File: src/rtl/cook_controller_pkg.sv
// ============================================================================
// cook_controller_pkg : shared state encoding, widths and default limits
// Revision: 1.0
// ============================================================================
`default_nettype none

package cook_controller_pkg;

  localparam int c_SEC_W             = 4;
  localparam int c_MAX_TIME_DEF      = 15;
  localparam int c_SIREN_SECONDS_DEF = 5;

  localparam logic [c_SEC_W-1:0] c_SEC_ZERO = '0;
  localparam logic [c_SEC_W-1:0] c_SEC_ONE  = c_SEC_W'(1);

  typedef enum logic [1:0] {
    IDLE  = 2'd0,
    COOK  = 2'd1,
    PAUSE = 2'd2,
    DONE  = 2'd3
  } state_t;

endpackage

`default_nettype wire

File: src/rtl/cook_controller_edge_detect.sv
// ============================================================================
// edge_detect : rising-edge detector whose history resets high, so a level
// already asserted when reset releases is not reported as an edge.
// Revision: 1.0
// ============================================================================
`default_nettype none

module edge_detect
  import cook_controller_pkg::*;
(
  input  logic clock,
  input  logic reset,
  input  logic din,
  output logic rise
);

  logic prev_q;
  logic prev_d;

  always_comb begin
    prev_d = din;
  end

  always_ff @(posedge clock or posedge reset) begin
    if (reset) begin
      prev_q <= 1'b1;
    end else begin
      prev_q <= prev_d;
    end
  end

  assign rise = din & ~prev_q;

endmodule

`default_nettype wire

File: src/rtl/cook_controller.sv
// ============================================================================
// cook_controller : cooking sequence FSM; loads the countdown timer, tracks
// remaining seconds from 1 Hz ticks and drives heater, lamp and siren.
// Revision: 1.0
// ============================================================================
`default_nettype none

module cook_controller
  import cook_controller_pkg::*;
#(
  parameter int MAX_TIME      = c_MAX_TIME_DEF,
  parameter int SIREN_SECONDS = c_SIREN_SECONDS_DEF
) (
  input  logic               clock,
  input  logic               reset,
  input  logic [c_SEC_W-1:0] time_value,
  input  logic               start_btn,
  input  logic               cancel_btn,
  input  logic               door_open,
  input  logic               one_hz_enable,
  input  logic               half_hz_enable,
  output logic               start_timer,
  output logic [c_SEC_W-1:0] timer_value,
  output logic               heater_on,
  output logic               lamp_on,
  output logic               siren_on,
  output logic [c_SEC_W-1:0] remaining,
  output logic [1:0]         state
);

  localparam logic [c_SEC_W-1:0] c_MAX   = c_SEC_W'(MAX_TIME);
  localparam logic [c_SEC_W-1:0] c_SIREN = c_SEC_W'(SIREN_SECONDS);

  logic w_start_rise;
  logic w_cancel_rise;
  logic w_start;
  logic w_cancel;
  logic [c_SEC_W-1:0] w_clamped;

  state_t             state_q,       state_d;
  logic [c_SEC_W-1:0] remaining_q,   remaining_d;
  logic [c_SEC_W-1:0] siren_cnt_q,   siren_cnt_d;
  logic               start_timer_q, start_timer_d;
  logic [c_SEC_W-1:0] timer_value_q, timer_value_d;
  logic               heater_on_q,   heater_on_d;
  logic               lamp_on_q,     lamp_on_d;
  logic               siren_on_q,    siren_on_d;

  edge_detect u_start_edge (
    .clock (clock),
    .reset (reset),
    .din   (start_btn),
    .rise  (w_start_rise)
  );

  edge_detect u_cancel_edge (
    .clock (clock),
    .reset (reset),
    .din   (cancel_btn),
    .rise  (w_cancel_rise)
  );

  // Presses landing in the cycle a load pulse is out are dropped, which keeps
  // start_timer from ever being high on two consecutive cycles.
  assign w_start   = w_start_rise  & ~start_timer_q;
  assign w_cancel  = w_cancel_rise & ~start_timer_q;
  assign w_clamped = (time_value > c_MAX) ? c_MAX : time_value;

  always_comb begin
    state_d       = state_q;
    remaining_d   = remaining_q;
    siren_cnt_d   = siren_cnt_q;
    start_timer_d = 1'b0;
    timer_value_d = timer_value_q;

    unique case (state_q)
      IDLE: begin
        if (!w_cancel && !door_open && w_start && (time_value != c_SEC_ZERO)) begin
          state_d       = COOK;
          remaining_d   = w_clamped;
          start_timer_d = 1'b1;
          timer_value_d = w_clamped;
        end
      end
      COOK: begin
        if (w_cancel) begin
          state_d       = IDLE;
          remaining_d   = c_SEC_ZERO;
          start_timer_d = 1'b1;
          timer_value_d = c_SEC_ZERO;
        end else if (door_open) begin
          state_d = PAUSE;
        end else if (one_hz_enable) begin
          if (remaining_q <= c_SEC_ONE) begin
            state_d     = DONE;
            remaining_d = c_SEC_ZERO;
            siren_cnt_d = c_SIREN;
          end else begin
            remaining_d = remaining_q - c_SEC_ONE;
          end
        end
      end
      PAUSE: begin
        if (w_cancel) begin
          state_d       = IDLE;
          remaining_d   = c_SEC_ZERO;
          start_timer_d = 1'b1;
          timer_value_d = c_SEC_ZERO;
        end else if (!door_open && w_start) begin
          state_d       = COOK;
          start_timer_d = 1'b1;
          timer_value_d = remaining_q;
        end
      end
      DONE: begin
        if (w_cancel || door_open) begin
          state_d     = IDLE;
          siren_cnt_d = c_SEC_ZERO;
        end else if (one_hz_enable) begin
          if (siren_cnt_q <= c_SEC_ONE) begin
            state_d     = IDLE;
            siren_cnt_d = c_SEC_ZERO;
          end else begin
            siren_cnt_d = siren_cnt_q - c_SEC_ONE;
          end
        end
      end
      default: state_d = IDLE;
    endcase

    // Outputs are decoded from the next state so they change on the same edge.
    heater_on_d = (state_d == COOK);
    lamp_on_d   = (state_d == COOK) || (state_d == PAUSE);
    siren_on_d  = (state_d == DONE) && half_hz_enable;
  end

  always_ff @(posedge clock or posedge reset) begin
    if (reset) begin
      state_q       <= IDLE;
      remaining_q   <= c_SEC_ZERO;
      siren_cnt_q   <= c_SEC_ZERO;
      start_timer_q <= 1'b0;
      timer_value_q <= c_SEC_ZERO;
      heater_on_q   <= 1'b0;
      lamp_on_q     <= 1'b0;
      siren_on_q    <= 1'b0;
    end else begin
      state_q       <= state_d;
      remaining_q   <= remaining_d;
      siren_cnt_q   <= siren_cnt_d;
      start_timer_q <= start_timer_d;
      timer_value_q <= timer_value_d;
      heater_on_q   <= heater_on_d;
      lamp_on_q     <= lamp_on_d;
      siren_on_q    <= siren_on_d;
    end
  end

  assign start_timer = start_timer_q;
  assign timer_value = timer_value_q;
  assign heater_on   = heater_on_q;
  assign lamp_on     = lamp_on_q;
  assign siren_on    = siren_on_q;
  assign remaining   = remaining_q;
  assign state       = state_q;

endmodule

`default_nettype wire

File: config.mk
export PLATFORM = sky130hd
export DESIGN_NAME = cook_controller
export DESIGN_NICKNAME = d
export VERILOG_FILES = /design/src/rtl/cook_controller_pkg.sv /design/src/rtl/cook_controller_edge_detect.sv /design/src/rtl/cook_controller.sv
export SDC_FILE = /design/constraint.sdc
export NUM_CORES = 1
export LEC_CHECK = 0
export ABC_AREA = 1
export CAP_MARGIN = 40
export CORE_MARGIN = 2
export CORE_UTILIZATION = 51
export CTS_CLUSTER_DIAMETER = 50
export CTS_CLUSTER_SIZE = 20
export DETAILED_ROUTE_END_ITERATION = 10
export GPL_ROUTABILITY_DRIVEN = 0
export GPL_TIMING_DRIVEN = 0
export PLACE_DENSITY = 0.77
export SLEW_MARGIN = 20
export SYNTH_ARGS = -nofsm -noshare
export SYNTH_HDL_FRONTEND = slang
export SYNTH_SLANG_ARGS = --single-unit
File: constraint.sdc
create_clock -name clock -period 2.15 [get_ports clock]
set_input_delay 0.215 -clock clock [delete_from_list [all_inputs] [get_ports clock]]
set_output_delay 0.215 -clock clock [all_outputs]
set_load 0.02 [all_outputs]
* Yosys cells after proc, flatten, opt, wreduce, memory -nomap -nowiden
Index checks and enable logic that the tools add are counted.
** Storage, ports and cells
- Register bits after elaboration :: 20
- Bits in latches :: 0
- RAM bits :: 0
- ROM bits :: 0
- Logic and storage cells :: 90
- Memories kept :: 0
** Operators by class
- $add $sub $neg :: 2
- Multiply operators :: 0
- Divide/modulo/power cells :: 0
- Magnitude comparators :: 3
- Equal/unequal tests :: 17
- Shifts and indexed selects :: 0
- Multiplexer cells :: 35
- Bitwise gates (word level) :: 7
- Reduce and logical (&&, ||, !) cells :: 16
** Operator list (number)
- two-way mux 4 bit :: 16
- case mux 4 bit (3 select lines) :: 2
- two-way mux 2 bit :: 10
- inequality test 2 bit, second input constant :: 7
- inequality test 3 bit, second input constant :: 4
- == test 2 bit, second input constant :: 4
- <= comparator 4 x 1 -> 1 bit, second input constant :: 2
- case mux 2 bit (4 select lines) :: 1
- case mux 4 bit (2 select lines) :: 1
- subtractor 4 x 1 -> 4 bit, second input constant :: 2
- AND reduction 6 bit :: 1
- logical AND 1 bit :: 5
- AND reduction 5 bit :: 1
- bitwise AND 1 bit :: 4
- == test 2 x 1 -> 1 bit, second input constant :: 2
- > comparator 4 bit, second input constant :: 1
- two-way mux 1 bit :: 4
- AND reduction 4 bit :: 1
- nonzero test 4 bit :: 1
- inverter 1 bit :: 3
- case mux 1 bit (3 select lines) :: 1
- nonzero test 3 bit :: 1
- logical NOT 1 bit :: 2
- logical NOT 2 bit :: 1
- 2 further kinds :: 3

* Logic depth before layout (Yosys ltp)
Gate-level depths: netlist of the first run.
- Depth in word-level cells :: 11
- Mapped depth :: 13

* Modules after synthesis
From an unflattened synthesis of the first run, not the netlist that was laid out.
** Second synthesis, totals
- Cells, all modules :: 187
- Area, all modules :: 1421.4 um^2
** By module, submodules not included
- cook_controller :: times used 1, cells an instance 179, area each 1341.3 um^2
- edge_detect :: times used 2, cells an instance 4, area each 40.0 um^2

* Worst setup path before layout of the first run
OpenSTA, ideal clock, no wires.
- Path kind :: reg-to-reg
- Start :: register state_q[0], in the netlist state[0]
- End :: register lamp_on_q, in the netlist lamp_on
- Library setup time :: 0.126 ns
- Arrival time :: 1.681 ns
- Required time :: 2.024 ns
- Slack :: 0.343 ns
- Cell stages (with the launch flop) :: 10
- Buffers on the path :: 0
- Path through :: dfrtp_1 > inv_1 > ha_1 > nand2_1 > nor2_1 > nor2_4 > nand2_1 > nor2_1 > nor2_1 > ha_1
** Between the ends
- Elaborated cells on any way between the ends :: 18
** RTL lines
- start, declared :: line cook_controller.sv:40 : state_t state_q, state_d;
- start signal, assigned :: line cook_controller.sv:148 : state_q <= state_d;
- == test 2 bit, or another cell as far along :: line cook_controller.sv:76 : unique case (state_q)
- case mux 2 bit (4 select lines) * :: line cook_controller.sv:76
- net state_d[1] :: line cook_controller.sv:40
- == test 2 x 1 -> 1 bit or == test 2 bit (tied branches) :: line cook_controller.sv:133 : lamp_on_d = (state_d == COOK) || (state_d == PAUSE);
- logical OR 1 bit * :: line cook_controller.sv:133
- net lamp_on_d :: line cook_controller.sv:46 : logic lamp_on_q, lamp_on_d;
- end signal, assigned :: line cook_controller.sv:154 : lamp_on_q <= lamp_on_d;
- end, declared :: line cook_controller.sv:46
The timed path passes the listed nets; every way through them passes the cells marked *.
A chain may end at the register's enable or synchronous reset.

* Worst setup path in the final report of the first run
Ends and elaborated chain as after synthesis.

==> reports/qor.csv, run 1 <==
stage;metric;value;unit
run;maxcap violations;0;
sta;RSZ-0062 raised after global routing;no;
clock_network;TritonCTS Buffers;3;
clock_network;clock root buffer master;clkbuf_4;
drt;post-route ant nets;0;
clock_network;post-cts gate resize count;0;
worst_setup_path;CP Data Arrival Time;2180;ps
worst_setup_path;Crit Path Max Fanout;7;
floorplanning;Die Ht;57.28;microns
placed_design;DP HPWL;2344;microns
drt;DR vias/cell;4.989;
clock_network;worst skew pair latency;310;ps
finish;commonest non-fill, non-tap cell in the layout;nand2_1;
finish;most frequent cells in the layout;nand2_1 (71), inv_1 (30), nand3_1 (25);
sta;worst-margin pin slew;410.2;ps
floorplanning;CORE AREA;0.002734;sq mm
worst_setup_path;WP data required;2360;ps
placed_design;port buffer count;24;
sta;# setup viols final;0;
worst_setup_path;crit path from;state[0];
worst_setup_path;CP Capture Type;flip-flop;
synth;leading area contributor after synthesis;dfrtp_1;
power_and_ir_drop;Total Power;2.530;mW
status;outcome;finished clean;
worst_setup_path;RR Endpoint;lamp_on;
worst_setup_path;CP endpoint;lamp_on;
grt;initial antenna violation count;0;
grt;vias in the first global route;1334;
floorplanning;Die W;57.28;microns
power_and_ir_drop;VDD IR-drop max;0.8432;mV
finish;ANT cells;0;
synth;Seq cells post-synth;20;
worst_setup_path;Crit Path Category;flip-flop to flip-flop;
sta;max_slew headroom;0.7247;
hold_path;worst hold path class;input port to async pin;
synth;Synth area leaders;dfrtp_1 (31%), nand2_1 (18%), ha_1 (10%);
sta;setup TNS;0;ps
worst_setup_path;R2R cell count;9;
floorplanning;die outline area;0.003280;sq mm
clock_network;CTS clk-pin slew, worst paths;120;ps
grt;GRT overflow;0;
worst_setup_path;Worst R2R Start;state[0];
floorplanning;Starting Density;0.5295;
sta;Layout Skew;1.615;ps
finish;layout cell share with drive strength beyond 1;0.09957;
synth;top cell type's share of synthesized area;0.3111;
clock_network;Sink Count;20;
floorplanning;number of placement rows;19;
drt;DRC;0;
sta;period utilization;0.9184;
synth;Post-Syn Area;0.001448;sq mm
drt;WL final;3085;microns
grt;largest net degree at the start of global routing;21;
drt;Initial DRT Pass Iterations;4;
clock_network;H-tree Lvls;1;
synth;Syn Nets;225;
power_and_ir_drop;Power Density;1410;mW/mm^2
synth;Mean Syn Cell Area;7.167;sq um
sta;Final Max Tran Viols;0;
finish;Fill cells;273;
sta;Fmax;0.5064;GHz
finish;layout net count;255;
synth;Mapped Cells;202;
clock_network;hold bufs inserted after CTS;0;
drt;total number of vias;1307;
power_and_ir_drop;leakage power;0.9649;nW
synth;Warnings, synthesis;0;
finish;Area Growth Syn to Fin;23.94;%
drt;routed len/inst;11.77;microns
finish;area of the multi-input gates;813.3;sq um
worst_setup_path;R2R setup slack;180;ps
worst_setup_path;crit path launch type;flip-flop;
clock_network;CTS tree;yes;
sta;final worst path period need;1975;ps
synth;Cell variety after synth;24;
synth;register area share after synthesis;0.3475;
grt;Total Routing Usage GR;0.2091;
grt;first-pass GRT wire length;5395;microns
clock_network;Post-CTS Setup Inserts;0;
sta;Final Hold Fails;0;
drt;Iteration-0 DRC Markers;29;
finish;sequential standard cell area;503.0;sq um
floorplanning;# IOs;25;
clock_network;CTS Buffer Depth;2;
==> worst min-delay path by stage <==
| stage | start | end | slack [ps] | cells past startpoint |
|---|---|---|---|---|
| 4_1_cts | reset | timer_value[2] | 350 | 2 |
| 3_5_place_dp | siren_cnt_q[1] | siren_cnt_q[1] | 460 | 2 |
| 6_report | reset | timer_value[2] | 50 | 2 |
| 5_1_grt | reset | timer_value[2] | 60 | 2 |
| 3_3_place_gp | siren_cnt_q[1] | siren_cnt_q[1] | 460 | 2 |
| 2_1_floorplan | reset | heater_on | 180 | 1 |
==> stage by stage <==
step / utilization / setup WS [ps] / cell area (sq um) / std cells / hold WS, ps
finish: 0.6563 / 175.4 / 1794 / 262 / 47.44
global route: 0.6563 / 33.51 / 1794 / 262 / 55.40
CTS: 0.6508 / 167.5 / 1779 / 261 / 347.7
detailed placement: 0.6316 / 219.7 / 1727 / 257 / 459.6
global placement: 0.6316 / 265.2 / 1727 / 257 / 458.0
floorplan: - / 343.2 / 1448 / 202 / 177.3
==> registers in the layout, summed over array words and instances (netlist names) <==
register and flops:
heater_on 1, lamp_on 1, remaining 4, siren_cnt_q 4
siren_on 1, start_timer 1, state 2, timer_value 4
u_cancel_edge.prev_q 1, u_start_edge.prev_q 1
==> critical path, cell delays in order (launching register included) <==
cell	delay, ps
dfrtp_1	480
inv_1	190
ha_1	280
nand2_1	100
nor2_1	210
nor2_4	100
nand2_1	80
nor2_1	40
nor2_1	150
ha_1	250
==> where the power goes <==
part / leakage (nW) / switching [mW] / total [mW] / internal [mW]
logic: 0.684 / 0.974 / 1.58 / 0.605
clock network: 0.0279 / 0.126 / 0.314 / 0.189
registers: 0.253 / 0.121 / 0.637 / 0.516
total: 0.965 / 1.22 / 2.53 / 1.31
==> cells in the mapped netlist <==
master    number
ha_1          12
nand2_1       71
inv_2          2
o21ai_1        1
nor2_4         2
inv_1         30
nor2_2         1
o21ai_0        4
o21bai_1       1
nand2_2        2
o21ai_2        2
a21oi_4        1
a31oi_1        1
nand3b_1       1
nand3_4        1
xor2_1         2
nand4_1        2
nand3_1       25
dfrtp_1       18
nand3_2        4
nor2_1        14
a21oi_1        2
buf_6          1
dfstp_2        2
==> cell families after synthesis <==
kind of cell             share of synthesized area
AND/OR/NAND/NOR                             0.3889
adder cells (fa/ha/maj)                     0.1037
buffers and inverters                      0.09075
AO/OA/AOI/OAI                              0.05705
flip-flops                                  0.3474
XOR/XNOR                                   0.01210
==> final cells by class <==
class                           count  area share
Tap cell                           31     0.02162
Multi-Input combinational cell    149      0.4533
Clock buffer                        3     0.01255
Sequential cell                    20      0.2803
Buffer                              1    0.006276
Inverter                           32     0.06695
Clock inverter                      1     0.01674
Timing Repair Buffer               25      0.1423
==> routing by layer <==
| metal | track usage | part of all wire | vias up |
|---|---|---|---|
| li1 | - | - | 687 |
| met1 | 0.2446 | 0.47 | 592 |
| met2 | 0.3695 | 0.48 | 21 |
| met3 | 0.04308 | 0.034 | 7 |
| met4 | 0.08970 | 0.023 | 0 |
| met5 | 0 | 0 | - |
Note: power is estimated with default switching activity, not from simulation.
==> inputs of run 2 (changes only) <==
--- a/config.mk
+++ b/config.mk
@@ -8,13 +8,13 @@
 export ABC_AREA = 1
 export CAP_MARGIN = 40
 export CORE_MARGIN = 2
-export CORE_UTILIZATION = 51
+export CORE_UTILIZATION = 45
 export CTS_CLUSTER_DIAMETER = 50
 export CTS_CLUSTER_SIZE = 20
 export DETAILED_ROUTE_END_ITERATION = 10
 export GPL_ROUTABILITY_DRIVEN = 0
 export GPL_TIMING_DRIVEN = 0
-export PLACE_DENSITY = 0.77
+export PLACE_DENSITY = 0.7
 export SLEW_MARGIN = 20
 export SYNTH_ARGS = -nofsm -noshare
 export SYNTH_HDL_FRONTEND = slang
==> run 2 against run 1 <==
Compared with the run above:
- sequential share of layout area is essentially flat
- critical path depth grew 2
- cell area is essentially flat
- non-clock buffer count shrank 1
- sequential power is essentially flat
- count of clock-buffer cells in the layout is the same
- clock skew grew 2.8 ps
- worst setup slack gained 100 ps
- wire length shrank 2.2%
- critical path type unchanged
- highest routed layer unchanged
- worst hold slack gained 280 ps
- register-to-register slack gained 100 ps
==> reports/qor.csv, run 2 (synthesis gave the netlist of run 1 again) <==
stage;metric;value;unit;change
worst_setup_path;Crit Path Max Fanout;5;;-2
drt;WL final;3018;microns;-2.2%
power_and_ir_drop;VDD IR-drop max;0.6757;mV;-20%
drt;Initial DRT Pass Iterations;4;;unchanged
worst_setup_path;CP Capture Type;flip-flop;;
sta;worst-margin pin slew;762.0;ps;+351.8 ps
sta;setup TNS;0;ps;unchanged
finish;most frequent cells in the layout;nand2_1 (71), inv_1 (30), nand3_1 (25);;
drt;post-route ant nets;0;;unchanged
clock_network;clock root buffer master;clkbuf_4;;
sta;Fin Hold WS;327.5;ps;+280.1 ps
finish;ANT cells;0;;unchanged
sta;max_slew headroom;0.4915;;-0.2332
clock_network;TritonCTS Buffers;3;;unchanged
sta;# setup viols final;0;;unchanged
sta;Final Max Tran Viols;0;;unchanged
grt;initial antenna violation count;0;;unchanged
run;maxcap violations;0;;unchanged
floorplanning;Starting Density;0.4742;;-0.05534
finish;Area Growth Syn to Fin;24.03;%;about the same
sta;Layout Skew;4.384;ps;+2.769 ps
drt;routed len/inst;11.01;microns;-6.5%
worst_setup_path;CP Data Arrival Time;2070;ps;-110 ps
sta;RSZ-0062 raised after global routing;no;;
worst_setup_path;RR Endpoint;lamp_on;;
worst_setup_path;crit path from;remaining[0];;
sta;Final Hold Fails;0;;unchanged
worst_setup_path;CP endpoint;lamp_on;;
finish;Fill cells;308;;+13%
floorplanning;Die Ht;60.72;microns;+6.0%
placed_design;DP HPWL;2354;microns;+0.39%
clock_network;CTS Buffer Depth;2;;unchanged
worst_setup_path;WP data required;2350;ps;about the same
grt;largest net degree at the start of global routing;21;;unchanged
sta;Fmax;0.5344;GHz;+5.5%
grt;GRT overflow;0;;unchanged
placed_design;port buffer count;24;;unchanged
grt;vias in the first global route;1180;;-12%
worst_setup_path;R2R cell count;11;;+2
drt;total number of vias;1302;;-0.38%
power_and_ir_drop;Total Power;2.510;mW;-0.76%
finish;commonest non-fill, non-tap cell in the layout;nand2_1;;
finish;layout net count;254;;-0.39%
status;outcome;finished clean;;
power_and_ir_drop;leakage power;0.9575;nW;-0.77%
worst_setup_path;crit path launch type;flip-flop;;
drt;Iteration-0 DRC Markers;45;;+55%
power_and_ir_drop;Power Density;1398;mW/mm^2;-0.83%
floorplanning;CORE AREA;0.003053;sq mm;+12%
worst_setup_path;Crit Path Category;flip-flop to flip-flop;;
sta;final worst path period need;1871;ps;-103.4 ps
clock_network;CTS tree;yes;;
clock_network;worst skew pair latency;310;ps;about the same
floorplanning;Die W;60.72;microns;+6.0%
finish;layout cell share with drive strength beyond 1;0.09565;;-0.003915
clock_network;Sink Count;20;;unchanged
floorplanning;# IOs;25;;unchanged
grt;Total Routing Usage GR;0.1759;;-0.03323
clock_network;post-cts gate resize count;0;;unchanged
clock_network;H-tree Lvls;1;;unchanged
drt;DRC;0;;unchanged
floorplanning;number of placement rows;20;;+1
floorplanning;die outline area;0.003687;sq mm;+12%
clock_network;Post-CTS Setup Inserts;0;;unchanged
worst_setup_path;R2R setup slack;280;ps;+100 ps
worst_setup_path;Worst R2R Start;remaining[0];;
hold_path;worst hold path class;input port to async pin;;
clock_network;hold bufs inserted after CTS;0;;unchanged
grt;first-pass GRT wire length;4871;microns;-9.7%
drt;DR vias/cell;4.752;;-4.7%
clock_network;CTS clk-pin slew, worst paths;120;ps;about the same
sta;period utilization;0.8703;;-0.04811
-- run 2: how the worst min path moves through the flow --
stage                              start                   to  slack [ps]  cells past startpoint
after detailed placement  siren_cnt_q[1]       siren_cnt_q[1]         460                      2
after floorplan                    reset            heater_on         180                      1
after CTS                      start_btn  u_start_edge.prev_q         350                      1
after global placement    siren_cnt_q[1]       siren_cnt_q[1]         470                      2
after global routing           start_btn  u_start_edge.prev_q         340                      1
final                              reset       timer_value[0]         330                      2
-- run 2: report_power, final --
group	leakage, nW	internal, mW	switching, mW
sequential	0.253	0.515	0.120
clock	0.0279	0.188	0.127
combinational	0.677	0.602	0.958
-- run 2: metal layers --
layer | vias up | track usage | part of all wire
met5 | - | 0 | 0
met4 | 0 | 0.05590 | 0.011
met3 | 4 | 0.02345 | 0.036
met2 | 23 | 0.3149 | 0.47
met1 | 590 | 0.2184 | 0.48
li1 | 685 | - | -
-- run 2: worst max-delay path, stage by stage, from the launching register on --
cell	delay (ps)
dfrtp_1	450
inv_1	130
ha_1	190
inv_1	50
nand2_1	60
nand2_1	100
o21ai_0	180
nand2_1	80
nand2_1	80
nand2_1	50
nor2_1	150
ha_1	250
-- run 2: cell type report --
type / count / area [sq um] / share of cell area
Sequential cell: 20 / 503.0 / 0.2801
Multi-Input combinational cell: 149 / 813.3 / 0.4530
Tap cell: 44 / 55.05 / 0.03066
Timing Repair Buffer: 24 / 240.2 / 0.1338
Buffer: 1 / 11.26 / 0.006272
Clock buffer: 3 / 22.52 / 0.01254
Inverter: 32 / 120.1 / 0.06690
Clock inverter: 1 / 30.03 / 0.01672
-- run 2: per-stage QoR --
stage / std cells / setup WS, ps / util / cell area [sq um]
3_5_place_dp: 270 / 279.3 / 0.5709 / 1743
4_1_cts: 274 / 273.7 / 0.5881 / 1795
2_1_floorplan: 202 / 343.2 / - / 1448
6_report: 274 / 278.8 / 0.5881 / 1795
3_3_place_gp: 270 / 278.7 / 0.5709 / 1743
5_1_grt: 274 / 91.67 / 0.5881 / 1795
==> inputs of run 3 (changes only) <==
--- a/config.mk
+++ b/config.mk
@@ -13,7 +13,6 @@
 export CTS_CLUSTER_SIZE = 20
 export DETAILED_ROUTE_END_ITERATION = 10
 export GPL_ROUTABILITY_DRIVEN = 0
-export GPL_TIMING_DRIVEN = 0
 export PLACE_DENSITY = 0.7
 export SLEW_MARGIN = 20
 export SYNTH_ARGS = -nofsm -noshare
==> run 3 against run 2 <==
Compared with the run above:
- count of clock-buffer cells in the layout rose by 1
- largest power group unchanged
- worst setup slack got worse by 38 ps
- sequential cell count did not move
==> reports/qor.csv, run 3 (synthesis gave the netlist of run 1 again) <==
stage;metric;value;unit;change
sta;setup slack after layout;240.4;ps;-38.38 ps
sta;Final Max Tran Viols;0;;unchanged
worst_setup_path;Crit Path Category;flip-flop to flip-flop;;
finish;layout net count;256;;+0.79%
status;outcome;finished clean;;
finish;ANT cells;0;;unchanged
floorplanning;# IOs;25;;unchanged
sta;setup TNS;0;ps;unchanged
grt;initial antenna violation count;0;;unchanged
grt;largest net degree at the start of global routing;21;;unchanged
sta;period utilization;0.8882;;+0.01785
worst_setup_path;CP Data Arrival Time;2100;ps;+30 ps
floorplanning;die outline area;0.003687;sq mm;unchanged
clock_network;worst skew pair latency;300;ps;about the same
floorplanning;CORE AREA;0.003053;sq mm;unchanged
sta;worst-margin pin slew;376.3;ps;-385.7 ps
drt;DRC;0;;unchanged
finish;commonest non-fill, non-tap cell in the layout;nand2_1;;
grt;Total Routing Usage GR;0.1822;;+0.006348
sta;RSZ-0062 raised after global routing;no;;
clock_network;clock root buffer master;clkbuf_4;;
clock_network;CTS Buffer Depth;2;;unchanged
grt;vias in the first global route;1277;;+8.2%
drt;total number of vias;1312;;+0.77%
placed_design;Cell Area, Placed;0.001754;sq mm;+0.65%
floorplanning;Die Ht;60.72;microns;unchanged
drt;Iteration-0 DRC Markers;37;;-18%
drt;routed len/inst;10.85;microns;-1.5%
drt;Initial DRT Pass Iterations;4;;unchanged
sta;Layout Skew;7.458;ps;+3.074 ps
floorplanning;Starting Density;0.4742;;unchanged
finish;Core Util, Final;0.5865;;-0.001640
hold_path;worst hold path class;input port to async pin;;
sta;Fmax;0.5237;GHz;-2.0%
grt;first-pass GRT wire length;5216;microns;+7.1%
clock_network;Sink Count;20;;unchanged
clock_network;hold bufs inserted after CTS;0;;unchanged
drt;post-route ant nets;0;;unchanged
clock_network;CTS tree;yes;;
drt;WL final;2994;microns;-0.80%
finish;final non-filler cell area;0.001790;sq mm;-0.28%
finish;layout cell share with drive strength beyond 1;0.1034;;+0.007796
drt;DR vias/cell;4.754;;about the same
floorplanning;number of placement rows;20;;unchanged
worst_setup_path;CP Capture Type;flip-flop;;
run;maxcap violations;0;;unchanged
power_and_ir_drop;VDD IR-drop max;0.6965;mV;+3.1%
sta;max_slew headroom;0.7475;;+0.2560
clock_network;TritonCTS Buffers;3;;unchanged
sta;# setup viols final;0;;unchanged
clock_network;post-cts gate resize count;0;;unchanged
clock_network;CTS clk-pin slew, worst paths;120;ps;about the same
sta;Final Hold Fails;0;;unchanged
clock_network;Post-CTS Setup Inserts;0;;unchanged
placed_design;DP HPWL;2357;microns;+0.13%
placed_design;port buffer count;24;;unchanged
worst_setup_path;WP data required;2340;ps;about the same
power_and_ir_drop;leakage power;0.9589;nW;+0.14%
sta;final worst path period need;1910;ps;+38.38 ps
finish;most frequent cells in the layout;nand2_1 (71), inv_1 (30), nand3_1 (25);;
placed_design;setup slack at placement;177.5;ps;-101.7 ps
sta;Fin Hold WS;221.1;ps;-106.4 ps
power_and_ir_drop;Power Density;1369;mW/mm^2;-2.1%
grt;GRT overflow;0;;unchanged
clock_network;H-tree Lvls;1;;unchanged
worst_setup_path;Crit Path Max Fanout;5;;unchanged
finish;Area Growth Syn to Fin;23.68;%;
floorplanning;Die W;60.72;microns;unchanged
worst_setup_path;crit path launch type;flip-flop;;
==> run 3: cell count changes in the layout (fill, tap and decap cells not counted) <==
cell	before	now
bufinv_16	1	0
buf_4	0	3
clkbuf_8	0	1
buf_6	1	0
==> run 3: path summary, 6_finish.rpt <==
check                                from                   end  slack [ps]  depth (start not counted)
hold reg to reg            siren_cnt_q[1]        siren_cnt_q[1]         480                          2
setup reg to reg             remaining[0]               lamp_on         240                         11
min in group clock             cancel_btn  u_cancel_edge.prev_q         350                          1
hold / removal                      reset        timer_value[0]         220                          3
setup / recovery             remaining[0]               lamp_on         240                         11
max in group asynchronous           reset   u_start_edge.prev_q        1660                          3
==> run 3: cell type report <==
cell class / instances / area (sq um)
repair buffers: 27 / 262.8
clock buffers: 4 / 36.28
multi-input cells: 149 / 813.3
well taps: 44 / 55.05
flip-flops and latches: 20 / 503.0
inverters: 32 / 120.1
fillers: 307 / 1262
==> run 3: metal layers <==
metal | wire, microns | track usage | part of all wire | vias to the layer above
met2 | 1412 | 0.3134 | 0.47 | 31
met3 | 140 | 0.02559 | 0.047 | 4
li1 | - | - | - | 688
met4 | 31 | 0.05280 | 0.010 | 0
met1 | 1409 | 0.2390 | 0.47 | 589
met5 | 0 | 0 | 0 | -
==> run 3: through the flow <==
stage	cells	power, mW
floorplan	202	1.742
global placement	272	2.227
detailed placement	272	2.235
CTS	276	2.468
global route	276	2.716
finish	276	2.450
==> run 3: worst max-delay path, stage by stage, from the launching register on <==
cell and delay, ps:
dfrtp_1 450, inv_1 130, ha_1 200, inv_1 50, nand2_1 60, nand2_1 110, o21ai_0 210, nand2_1 70
nand2_1 80, nand2_1 50, nor2_1 140, ha_1 250
==> run 3: report_power, final <==
group	switching (mW)	internal, mW	total [mW]
Clock	0.117	0.103	0.221
Combinational	0.979	0.630	1.61
Sequential	0.105	0.516	0.621
Total	1.20	1.25	2.45
